File: config.mk
export PLATFORM = sky130hd
export DESIGN_NAME = imem_loader
export DESIGN_NICKNAME = d
export VERILOG_FILES = /design/src/rtl/imem_loader.sv
export SDC_FILE = /design/constraint.sdc
export NUM_CORES = 1
export LEC_CHECK = 0
export BUFFER_PORTS_ARGS = -buffer_cell sky130_fd_sc_hd__buf_2
export CAP_MARGIN = 10
export CORE_AREA = 8 8 130 132
export CTS_CLUSTER_DIAMETER = 80
export DETAILED_ROUTE_END_ITERATION = 8
export DIE_AREA = 0 0 138 140
export PLACE_DENSITY_LB_ADDON = 0.1
export SLEW_MARGIN = 40
export SYNTH_ARGS = -nofsm -noshare
export SYNTH_HDL_FRONTEND = slang
export SYNTH_SLANG_ARGS = --single-unit
File: constraint.sdc
create_clock -name clk_i -period 2.4 [get_ports clk_i]
set_input_delay 0.36 -clock clk_i [delete_from_list [all_inputs] [get_ports clk_i]]
set_output_delay 0.36 -clock clk_i [all_outputs]
set_load 0.03 [all_outputs]
File: src/rtl/imem_loader.sv
// Byte-stream program loader: SYNC, length, then little-endian words written to imem; holds the core in reset until done.
// Optional trailing XOR checksum byte when IMEM_LOADER_CHECKSUM_EN is defined.
module imem_loader #(
    parameter int          ADDR_W    = 6,
    parameter logic [7:0]  SYNC_BYTE = 8'hA5
) (
    input  logic              clk_i,
    input  logic              rst_i,
    input  logic [7:0]        byte_i,
    input  logic              byte_valid_i,
    output logic              byte_ready_o,
    output logic [ADDR_W-1:0] wraddr_o,
    output logic [31:0]       wrdata_o,
    output logic              we_o,
    output logic              core_rst_no,
    output logic              busy_o,
    output logic              done_o,
    output logic              err_o
);

    localparam int unsigned DEPTH = 1 << ADDR_W;

`ifdef IMEM_LOADER_CHECKSUM_EN
    typedef enum logic [2:0] {S_IDLE, S_LEN, S_DATA, S_CHK, S_RUN} state_t;
`else
    typedef enum logic [2:0] {S_IDLE, S_LEN, S_DATA, S_RUN} state_t;
`endif

    state_t              state_q, state_d;
    logic [ADDR_W-1:0]   wraddr_q, wraddr_d;
    logic [31:0]         wrdata_q, wrdata_d;
    logic                we_q, we_d;
    logic                core_rst_n_q, core_rst_n_d;
    logic                busy_q, busy_d;
    logic                done_q, done_d;
    logic [1:0]          lane_q, lane_d;
    logic [ADDR_W:0]     words_q, words_d;
    logic [ADDR_W:0]     nwords_q, nwords_d;
    logic [23:0]         asm_q, asm_d;
    logic [ADDR_W:0]     len_words;
    logic                byte_acc;
`ifdef IMEM_LOADER_CHECKSUM_EN
    logic [7:0]          xor_q, xor_d;
    logic                err_q, err_d;
`endif

    // The strobe cycle is the only stall, so the sender holds its byte across it.
    assign byte_acc = byte_valid_i & ~we_q;

    always_comb begin
        if (byte_i == 8'd0 || 32'(byte_i) > DEPTH) begin
            len_words = (ADDR_W+1)'(DEPTH);
        end else begin
            len_words = (ADDR_W+1)'(byte_i);
        end
    end

    always_comb begin
        state_d      = state_q;
        wraddr_d     = wraddr_q;
        wrdata_d     = wrdata_q;
        we_d         = 1'b0;
        core_rst_n_d = core_rst_n_q;
        busy_d       = busy_q;
        done_d       = done_q;
        lane_d       = lane_q;
        words_d      = words_q;
        nwords_d     = nwords_q;
        asm_d        = asm_q;
`ifdef IMEM_LOADER_CHECKSUM_EN
        xor_d        = xor_q;
        err_d        = err_q;
`endif
        if (we_q) begin
            words_d = words_q + 1'b1;
            if (words_d == nwords_q) begin
`ifdef IMEM_LOADER_CHECKSUM_EN
                state_d      = S_CHK;
`else
                state_d      = S_RUN;
                core_rst_n_d = 1'b1;
                done_d       = 1'b1;
                busy_d       = 1'b0;
`endif
            end else begin
                wraddr_d = wraddr_q + 1'b1;
            end
        end else if (byte_acc) begin
            case (state_q)
                S_IDLE, S_RUN: begin
                    if (byte_i == SYNC_BYTE) begin
                        state_d      = S_LEN;
                        busy_d       = 1'b1;
                        done_d       = 1'b0;
                        core_rst_n_d = 1'b0;
`ifdef IMEM_LOADER_CHECKSUM_EN
                        err_d        = 1'b0;
`endif
                    end
                end
                S_LEN: begin
                    nwords_d = len_words;
                    wraddr_d = '0;
                    lane_d   = '0;
                    words_d  = '0;
`ifdef IMEM_LOADER_CHECKSUM_EN
                    xor_d    = 8'h00;
`endif
                    state_d  = S_DATA;
                end
                S_DATA: begin
`ifdef IMEM_LOADER_CHECKSUM_EN
                    xor_d  = xor_q ^ byte_i;
`endif
                    lane_d = lane_q + 1'b1;
                    if (lane_q == 2'd3) begin
                        wrdata_d = {byte_i, asm_q};
                        we_d     = 1'b1;
                    end else begin
                        asm_d = {byte_i, asm_q[23:8]};
                    end
                end
`ifdef IMEM_LOADER_CHECKSUM_EN
                S_CHK: begin
                    busy_d = 1'b0;
                    if (byte_i == xor_q) begin
                        state_d      = S_RUN;
                        core_rst_n_d = 1'b1;
                        done_d       = 1'b1;
                        err_d        = 1'b0;
                    end else begin
                        state_d = S_IDLE;
                        done_d  = 1'b0;
                        err_d   = 1'b1;
                    end
                end
`endif
                default: ;
            endcase
        end
    end

    always_ff @(posedge clk_i or posedge rst_i) begin
        if (rst_i) begin
            state_q      <= S_IDLE;
            wraddr_q     <= '0;
            wrdata_q     <= '0;
            we_q         <= 1'b0;
            core_rst_n_q <= 1'b0;
            busy_q       <= 1'b0;
            done_q       <= 1'b0;
            lane_q       <= '0;
            words_q      <= '0;
            nwords_q     <= '0;
            asm_q        <= '0;
`ifdef IMEM_LOADER_CHECKSUM_EN
            xor_q        <= 8'h00;
            err_q        <= 1'b0;
`endif
        end else begin
            state_q      <= state_d;
            wraddr_q     <= wraddr_d;
            wrdata_q     <= wrdata_d;
            we_q         <= we_d;
            core_rst_n_q <= core_rst_n_d;
            busy_q       <= busy_d;
            done_q       <= done_d;
            lane_q       <= lane_d;
            words_q      <= words_d;
            nwords_q     <= nwords_d;
            asm_q        <= asm_d;
`ifdef IMEM_LOADER_CHECKSUM_EN
            xor_q        <= xor_d;
            err_q        <= err_d;
`endif
        end
    end

    assign byte_ready_o = ~we_q;
    assign wraddr_o     = wraddr_q;
    assign wrdata_o     = wrdata_q;
    assign we_o         = we_q;
    assign core_rst_no  = core_rst_n_q;
    assign busy_o       = busy_q;
    assign done_o       = done_q;
`ifdef IMEM_LOADER_CHECKSUM_EN
    assign err_o        = err_q;
`else
    assign err_o        = 1'b0;
`endif

endmodule

==> metrics.csv, run 1 <==
stage,metric,value,unit
logic_synthesis,ys flop type,dfrtp_1,
logic_synthesis,post-synthesis async set-or-reset flop share,1.00,
die,num ports,55,
route,Routed Antenna Nets,0,
critical_path,RR Startpoint,words_q[0]$_DFFE_PP0P_,
clocking,"Reg clk slew, reported paths",60,ps
logic_synthesis,Mapped Area,0.00361,sq mm
global_route,initial antenna violation count,0,
critical_path,CP startpoint kind,flip-flop,
route,1st-iter DRT viols,76,
logic_synthesis,"Seq/Total Area, Yosys",0.575,
pwr,total power per unit cell area,939,mW/mm^2
timing,RSZ-0062 raised after global routing,no,
global_route,All-Layer GR Usage,0.0888,
critical_path,Worst Path Max Fanout,7,
timing,Slew HR,0.586,
route,Total Wirelength,8270,um
pwr,leakage,2.23,nW
finish,fillers,1550,
clocking,Clock Latency Late Sink,340,ps
clocking,CTS H-tree depth,3,
logic_synthesis,#FFs+latches synth,83,
timing,worst-margin pin slew,617,ps
route,wire per inst,15.6,um
pwr,clock power share,0.363,
route,top routing layer used,met4,
logic_synthesis,syn_nets,294,
finish,Final Util,0.301,
route,DR pass1 iterations,4,
die,core area,0.0149,sq mm
place,HPWL after detailed placement,5530,um
logic_synthesis,Yosys top cell area share,0.575,
clocking,clk sinks,83,
logic_synthesis,Mean Syn Cell Area,13.0,sq um
clocking,hold_buf cts,0,
finish,area delta synth->final,23.8,%
logic_synthesis,Synth area leader,dfrtp_1,
timing,Worst Skew,5.52,ps
critical_path,R2R Path End,wraddr_o[1]$_DFFE_PP0P_,
timing,final setup vio count,0,
critical_path,CP startpoint,words_q[0]$_DFFE_PP0P_,
timing,Tmin final,2240,ps
critical_path,crit path kind,flip-flop to flip-flop,
die,Die Wd,138,um
critical_path,flop-to-flop setup slack,160,ps
finish,# nets final,353,
clocking,Post-CTS Setup Bufs,0,
die,full die area,0.0193,sq mm
pwr,Worst VDD drop,0.282,mV
outcome,status,finished clean,
route,Via density,4.46,
critical_path,Critical Path AT,2500,ps
pwr,P_int,3.03,mW
clocking,CTS Buf Count,9,
clocking,post-cts sizing count,0,
route,met2 WL,3680,um
global_route,first-pass GRT wire length,13700,um
pwr,sequential power share,0.448,
die,num rows,45,
place,Buffers on Ports,53,
hold_path,worst hold-check path type,input pin to async pin,
logic_synthesis,Synth Instances,278,
finish,share of cells above drive strength 1,0.415,
clocking,clock root cell,clkbuf_16,
timing,Final Hold Vio Count,0,
critical_path,"Req. time, crit path",2660,ps
clocking,Max Root-Sink Buffers,2,
place,GP Congestion,0.694,
pwr,switching fraction of total power,0.279,
route,Metal-1 WL,3990,um
critical_path,Critical Path End Type,flip-flop,
global_route,grt total ovfl,0,
route,Met3 Wirelength,403,um
timing,post-route setup TNS,0,ps
clocking,CTS tree,built,
timing,Final Max Slew Viols,0,
logic_synthesis,number of synthesized flops with an enable pin,0,
die,starting density of the core,0.243,
route,DRC,0,
pwr,P_sw,1.17,mW
global_route,vias in the first global route,2481,
critical_path,R2R cell count,6,
job,total of max-cap violations,0,
pwr,Comb pwr share,0.189,
global_route,largest net degree at the start of global routing,84,
logic_synthesis,synth top area cells,"dfrtp_1 57%, mux2_2 17%, o21ai_0 1.9%",
timing,Fmax,0.446,GHz
route,vias,2365,
timing,Tcrit/Tclk final,0.934,
die,Die Span Y,140,um
logic_synthesis,Syn. warnings,0,
logic_synthesis,"Distinct cells, synth",46,
finish,n_diodes,0,
[through the flow]
step | setup WS (ps) | instance area, sq um | hold WS, ps | power (mW) | cells
after floorplan | 353 | 3620 | 457 | 2.47 | 278
after global placement | 209 | 4140 | 483 | 2.71 | 514
after detailed placement | 182 | 4140 | 489 | 2.72 | 514
after CTS | 137 | 4470 | 156 | 4.29 | 530
after global routing | 29.3 | 4470 | 186 | 4.45 | 530
final | 159 | 4470 | 141 | 4.20 | 530
[power by group through the flow]
stage | logic, mW | registers [mW] | clock network (mW)
final | 0.794 | 1.88 | 1.52
after global routing | 0.877 | 1.93 | 1.65
after CTS | 0.812 | 1.89 | 1.59
after detailed placement | 0.810 | 1.91 | 0
after global placement | 0.803 | 1.91 | 0
after floorplan | 0.587 | 1.88 | 0
[critical path: stages, from the launching register on]
cell and delay, ps:
dfrtp_1 430, ha_1 300, or3b_1 390, a211oi_2 240
nor3_2 110, o31ai_1 440, mux2i_1 240
[worst max path at each step]
stage                                          to  slack [ps]  cells after the start
after floorplan           wraddr_o[2]$_DFFE_PP0P_         350                      7
after global placement    wraddr_o[0]$_DFFE_PP0P_         210                      6
after detailed placement  wraddr_o[1]$_DFFE_PP0P_         180                      6
after CTS                 wraddr_o[1]$_DFFE_PP0P_         140                      6
after global routing      wraddr_o[0]$_DFFE_PP0P_          30                      6
final                     wraddr_o[1]$_DFFE_PP0P_         160                      6
[routing by layer]
layer / vias up / track usage
met2: 43 / 0.131
met4: 0 / 0.0532
li1: 1118 / -
met5: - / 0
met3: 11 / 0.0287
met1: 1193 / 0.111
[flip-flops by register name, indices dropped and copies added, names as in the netlist, 2 cells and up]
signal / count
asm_q: 24
lane_q: 2
nwords_q: 7
state_q: 2
words_q: 7
wraddr_o: 6
wrdata_o: 32
[layout make-up]
cell class              instances  area (sq um)  share of cell area
clock inverters                 5          85.1              0.0190
well taps                     188           235              0.0526
multi-input cells             173          1450               0.324
clock buffers                  11           243              0.0543
repair buffers                 60           343              0.0767
inverters                      10          41.3             0.00923
flip-flops and latches         83          2080               0.464
[cells by family (layout without fill, tap and decap cells)]
| kind of cell | count (synthesis) | count (layout) | synth area share |
|---|---|---|---|
| compound gates | 44 | 44 | 0.0866 |
| xor+xnor | 11 | 11 | 0.0267 |
| fa+ha+maj | 5 | 5 | 0.0173 |
| buf+inv | 22 | 86 | 0.0263 |
| flops | 83 | 83 | 0.575 |
| mux | 61 | 61 | 0.188 |
| other cells | 1 | 1 | 0.00104 |
| simple gates | 51 | 51 | 0.0790 |
[placed cells by master, fill, tap and decap left out, drive strengths merged, types with 3 or more instances in the layout]
master,count
and3,4
clkbuf,11
xnor2,5
a31oi,3
dfrtp,83
ha,5
nor2,6
nand3,5
nor3,4
inv,9
xor2,6
o21ai,14
nand2,18
a21oi,6
mux2,55
buf,60
mux2i,6
a22o,7
[Yosys cell counts, types with 2 or more instances]
library cell and n:
a21oi_1 6, a22o_1 7, a31oi_1 3, and3_1 4, and4_1 2, buf_2 4, buf_4 2, clkbuf_1 5
dfrtp_1 83, ha_1 5, inv_1 9, mux2_2 55, mux2i_1 6, nand2_1 18, nand3_1 5, nand4_1 2
nor2_1 6, nor2b_1 2, nor3_1 2, nor3_2 2, o21ai_0 14, o311ai_0 2, o31ai_1 2, xnor2_1 5
xor2_1 6
(Power assumes the default switching activity.)
==> inputs of run 2 (changes only) <==
==> constraint.sdc (replaced) <==
create_clock -name clk_i -period 2.4 [get_ports clk_i]
set_input_delay 0.12 -clock clk_i [delete_from_list [all_inputs] [get_ports clk_i]]
set_output_delay 0.12 -clock clk_i [all_outputs]
set_load 0.03 [all_outputs]
==> metrics.csv, run 2 (synthesis gave the netlist of run 1 again) <==
stage,metric,value,unit,change
outcome,status,finished clean,,
hold_path,worst hold-check path type,input pin to flip-flop,,
place,HPWL after detailed placement,5810,um,+5.1%
timing,Slew HR,0.549,,-0.0363
critical_path,Worst Path Max Fanout,7,,unchanged
route,Total Wirelength,8440,um,+2.1%
timing,Final Hold Vio Count,0,,unchanged
finish,share of cells above drive strength 1,0.417,,+0.00219
clocking,clock root cell,clkbuf_16,,
die,Die Span Y,140,um,unchanged
global_route,first-pass GRT wire length,14100,um,+3.3%
clocking,CTS tree,built,,
global_route,vias in the first global route,2563,,+3.3%
critical_path,crit path kind,flip-flop to flip-flop,,
route,DRC,0,,unchanged
finish,area delta synth->final,23.6,%,
finish,Largest register FFs,32,,unchanged
place,Buffers on Ports,53,,unchanged
pwr,total power,4.11,mW,-2.1%
critical_path,CP startpoint kind,flip-flop,,
pwr,leakage,2.23,nW,+0.21%
timing,Tcrit/Tclk final,0.928,,-0.00588
timing,Final Max Slew Viols,0,,unchanged
clocking,CTS H-tree depth,3,,unchanged
pwr,Worst VDD drop,0.338,mV,+20%
place,GP Congestion,0.712,,+2.6%
route,wire per inst,15.8,um,+1.5%
die,core area,0.0149,sq mm,unchanged
die,starting density of the core,0.243,,unchanged
finish,n_diodes,0,,unchanged
critical_path,Critical Path End Type,flip-flop,,
critical_path,Critical Path AT,2480,ps,-20 ps
timing,Tmin final,2230,ps,-14.1 ps
timing,Worst Skew,5.01,ps,-0.513 ps
global_route,largest net degree at the start of global routing,35,,-58%
route,Via density,4.44,,-0.60%
timing,final setup vio count,0,,unchanged
pwr,total power per unit cell area,920,mW/mm^2,-2.0%
global_route,grt total ovfl,0,,unchanged
route,vias,2364,,-0.042%
timing,post-route setup TNS,0,ps,unchanged
die,num ports,55,,unchanged
timing,worst-margin pin slew,671,ps,+54.1 ps
finish,# nets final,356,,+0.85%
die,Die Wd,138,um,unchanged
clocking,Post-CTS Setup Bufs,0,,unchanged
global_route,initial antenna violation count,0,,unchanged
route,1st-iter DRT viols,142,,+87%
finish,"commonest non-fill, non-tap cells in the layout","83 x dfrtp_1, 55 x mux2_2, 53 x buf_2",,
die,full die area,0.0193,sq mm,unchanged
clocking,CTS Buf Count,9,,unchanged
route,DR pass1 iterations,4,,unchanged
critical_path,"Req. time, crit path",2660,ps,about the same
timing,RSZ-0062 raised after global routing,no,,
clocking,Clock Latency Late Sink,340,ps,about the same
route,Routed Antenna Nets,0,,unchanged
global_route,All-Layer GR Usage,0.0912,,+0.00239
clocking,Max Root-Sink Buffers,2,,unchanged
job,total of max-cap violations,0,,unchanged
timing,Fmax,0.449,GHz,+0.63%
die,num rows,45,,unchanged
clocking,clk sinks,83,,unchanged
clocking,"Reg clk slew, reported paths",60,ps,about the same
finish,"commonest non-fill, non-tap cell in the layout",dfrtp_1,,
==> run 2: cell types whose count changed in the layout (fill, tap and decap cells not counted), sizes merged <==
cell         previous run  this run
buf                    60        62
clkinvlp                2         1
clkinv                  2         3
clkbuf                 11        13
bufinv                  2         1
dlygate4sd3             0         1
inv                     9         8
==> run 2: per-layer routing <==
metal	GRT usage	routed length, um	vias to the layer above
met5	0	0	-
met1	0.115	4060	1185
met4	0.0412	136	0
met3	0.0328	424	12
met2	0.137	3820	43
li1	-	-	1124
==> run 2: critical path, stage by stage, from the launching register on <==
cell and delay (ps):
dfrtp_1 430, ha_1 300, and3_1 290, and4_1 240, o2111ai_2 220, o311ai_0 430
mux2i_1 240
==> run 2: path summary, 6_finish.rpt <==
path | start | endpoint | slack [ps] | cells after the start
setup / recovery | words_q[0]$_DFFE_PP0P_ | wraddr_o[2]$_DFFE_PP0P_ | 170 | 6
hold / removal | byte_i[5] | nwords_q[5]$_DFFE_PP0P_ | 60 | 2
setup reg to reg | words_q[0]$_DFFE_PP0P_ | wraddr_o[2]$_DFFE_PP0P_ | 170 | 6
hold reg to reg | wrdata_o[30]$_DFFE_PP0P_ | wrdata_o[30]$_DFFE_PP0P_ | 490 | 2
max in group asynchronous | rst_i | lane_q[0]$_DFFE_PP0P_ | 1470 | 4
min in group asynchronous | rst_i | wrdata_o[4]$_DFFE_PP0P_ | 330 | 3
==> run 2: through the flow <==
stage / cell area, sq um / worst slack (ps) / cells / util / hold slack (ps)
3_3_place_gp: 4140 / 220 / 516 / 0.279 / 151
6_report: 4470 / 173 / 533 / 0.300 / 61.3
4_1_cts: 4460 / 137 / 533 / 0.300 / 46.0
2_1_floorplan: 3610 / 143 / 278 / - / 253
3_5_place_dp: 4140 / 160 / 516 / 0.279 / 154
5_1_grt: 4470 / 2.93 / 533 / 0.300 / 70.4
==> run 2: layout make-up <==
cell class / instances / area, sq um
fill: 1560 / 10400
sequential: 83 / 2080
multi-input combinational: 173 / 1450
timing repair buffer: 63 / 355
clock buffer: 13 / 260
tap: 188 / 235
clock inverter: 3 / 46.3
inverter: 10 / 38.8
==> run 2: report_power, final <==
group	internal (mW)	switching, mW
clock	0.866	0.557
combinational	0.389	0.415
sequential	1.69	0.193
total	2.94	1.17
==> run 2: repair_timing <==
item	CTS	global route
hold buffers	1	0
setup endpoints to repair	0	2
hold endpoints to repair	22	0
gates resized for setup	0	2
==> inputs of run 3 (changes only) <==
--- a/config.mk
+++ b/config.mk
@@ -11,7 +11,7 @@
 export CTS_CLUSTER_DIAMETER = 80
 export DETAILED_ROUTE_END_ITERATION = 8
 export DIE_AREA = 0 0 138 140
-export PLACE_DENSITY_LB_ADDON = 0.1
+export PLACE_DENSITY = 0.43
 export SLEW_MARGIN = 40
 export SYNTH_ARGS = -nofsm -noshare
 export SYNTH_HDL_FRONTEND = slang
==> metrics.csv, run 3 (synthesis gave the netlist of run 1 again) <==
stage,metric,value,unit,change
finish,share of cells above drive strength 1,0.417,,-0.000482
timing,Fmax,0.444,GHz,-1.1%
timing,final setup vio count,0,,unchanged
finish,final non-filler cell total,531,,-0.38%
pwr,clock power share,0.361,,+0.015
hold_path,worst hold-check path type,input pin to flip-flop,,
critical_path,Critical Path End Type,flip-flop,,
pwr,sequential power share,0.451,,-0.007
timing,Tmin final,2250,ps,+24.2 ps
outcome,status,finished clean,,
critical_path,Worst Path Max Fanout,7,,unchanged
finish,Largest register FFs,32,,unchanged
clocking,Max Root-Sink Buffers,2,,unchanged
pwr,P_int,2.99,mW,+1.7%
route,1st-iter DRT viols,99,,-30%
route,DRC,0,,unchanged
pwr,leakage,2.23,nW,about the same
pwr,P_sw,1.18,mW,+1.2%
clocking,post-cts sizing count,0,,unchanged
critical_path,R2R Path End,wraddr_o[1]$_DFFE_PP0P_,,
timing,Final Max Slew Viols,0,,unchanged
global_route,grt total ovfl,0,,unchanged
critical_path,CP startpoint kind,flip-flop,,
critical_path,flop-to-flop setup slack,150,ps,-20 ps
finish,area delta synth->final,23.6,%,about the same
clocking,clk sinks,83,,unchanged
critical_path,end point of the critical path,wraddr_o[1]$_DFFE_PP0P_,,
clocking,CTS tree,built,,
clocking,CTS H-tree depth,3,,unchanged
die,full die area,0.0193,sq mm,unchanged
critical_path,R2R cell count,6,,unchanged
clocking,CTS Buf Count,9,,unchanged
critical_path,"Req. time, crit path",2660,ps,about the same
pwr,Comb pwr share,0.189,,-0.007
route,Total Wirelength,8230,um,-2.5%
route,Routed Antenna Nets,0,,unchanged
timing,RSZ-0062 raised after global routing,yes,,
place,cell count after placement,514,,-0.39%
global_route,largest net degree at the start of global routing,44,,+26%
place,GP Congestion,0.732,,+2.8%
finish,"commonest non-fill, non-tap cell in the layout",dfrtp_1,,
timing,Worst Skew,8.93,ps,+3.93 ps
timing,Final Hold Vio Count,0,,unchanged
finish,Multi-input gate area,0.00145,sq mm,-0.34%
finish,# nets final,354,,-0.56%
critical_path,RR Startpoint,words_q[0]$_DFFE_PP0P_,,
die,core area,0.0149,sq mm,unchanged
pwr,switching fraction of total power,0.283,,-0.000984
pwr,Worst VDD drop,0.427,mV,+26%
die,Die Wd,138,um,unchanged
finish,"Design Area, Final",0.00446,sq mm,about the same
die,Die Span Y,140,um,unchanged
die,num rows,45,,unchanged
place,Buffers on Ports,53,,unchanged
finish,fillers,1562,,+0.13%
clocking,"Reg clk slew, reported paths",60,ps,about the same
critical_path,Critical Path AT,2510,ps,+30 ps
critical_path,CP startpoint,words_q[0]$_DFFE_PP0P_,,
die,starting density of the core,0.243,,unchanged
route,vias,2357,,-0.30%
pwr,total power per unit cell area,935,mW/mm^2,+1.6%
critical_path,Worst path max stage delay,450,ps,+20 ps
critical_path,CP Cell Sequence,ha_1 -> or3b_1 -> a211oi_2 -> nor3_2 -> o31ai_1 -> mux2i_1,,
critical_path,slowest CP cell,dfrtp_1,,
job,total of max-cap violations,0,,unchanged
finish,"commonest non-fill, non-tap cells in the layout","83 x dfrtp_1, 55 x mux2_2, 53 x buf_2",,
finish,FF+latch area,0.00208,sq mm,unchanged
route,DR pass1 iterations,4,,unchanged
timing,Tcrit/Tclk final,0.938,,+0.0101
place,HPWL after detailed placement,5720,um,-1.7%
global_route,All-Layer GR Usage,0.0884,,-0.00278
hold_path,hold wc startpoint,byte_i[6],,
critical_path,crit path kind,flip-flop to flip-flop,,
die,num ports,55,,unchanged
global_route,first-pass GRT wire length,13900,um,-1.6%
global_route,vias in the first global route,2609,,+1.8%
finish,n_diodes,0,,unchanged
route,Via density,4.44,,about the same
global_route,initial antenna violation count,0,,unchanged
timing,worst-margin pin slew,729,ps,+58.4 ps
clocking,Clock Latency Late Sink,340,ps,about the same
timing,Slew HR,0.513,,-0.0363
clocking,clock root cell,clkbuf_16,,
route,wire per inst,15.5,um,-2.1%
place,Placed Area,0.00413,sq mm,-0.36%
[run 3: metrics by stage]
stage	setup slack [ps]	TNS [ps]	power (mW)	hold WS, ps	utilization
6_report	149	0	4.17	66.5	0.300
5_1_grt	-45.6	-103	4.43	70.8	0.300
4_1_cts	130	0	4.24	59.8	0.300
3_5_place_dp	152	0	2.71	284	0.278
3_3_place_gp	241	0	2.69	289	0.278
2_1_floorplan	143	0	2.47	253	-
[run 3: layer usage]
metal | part of all wire | track usage | vias up
li1 | - | - | 1115
met1 | 0.49 | 0.113 | 1182
met2 | 0.44 | 0.133 | 51
met3 | 0.052 | 0.0308 | 9
met4 | 0.014 | 0.0360 | 0
met5 | 0 | 0 | -
[run 3: timing repair]
action	CTS	global route
setup buffers	0	0
hold buffers	1	0
endpoints found under the setup margin	0	4
hold endpoints to repair	40	0
[run 3: final cells by class]
class | count | area share
Clock inverter | 7 | 0.0221
Multi-Input combinational cell | 173 | 0.324
Sequential cell | 83 | 0.465
Inverter | 10 | 0.00869
Timing Repair Buffer | 61 | 0.0763
Tap cell | 188 | 0.0527
Clock buffer | 9 | 0.0505
[run 3: critical path, delay by kind of cell, from the launching register on]
family | cells | cell delay, ps
compound gates | 2 | 690
mux | 1 | 240
simple gates | 2 | 490
fa+ha+maj | 1 | 310
flops | 1 | 450
[run 3: power by group through the flow]
stage	clock (mW)	combinational [mW]	sequential, mW
finish	1.51	0.787	1.88
global route	1.62	0.876	1.93
CTS	1.55	0.803	1.89
detailed placement	0	0.798	1.91
global placement	0	0.787	1.90
floorplan	0	0.586	1.88
[run 3: worst min-delay path by stage]
stage | endpoint | slack, ps | cells past startpoint
after floorplan | nwords_q[2]$_DFFE_PP0P_ | 250 | 1
after global placement | wrdata_o[30]$_DFFE_PP0P_ | 290 | 2
after detailed placement | wrdata_o[30]$_DFFE_PP0P_ | 280 | 2
after CTS | asm_q[22]$_DFFE_PP0P_ | 60 | 2
after global routing | asm_q[22]$_DFFE_PP0P_ | 70 | 2
final | asm_q[22]$_DFFE_PP0P_ | 70 | 2
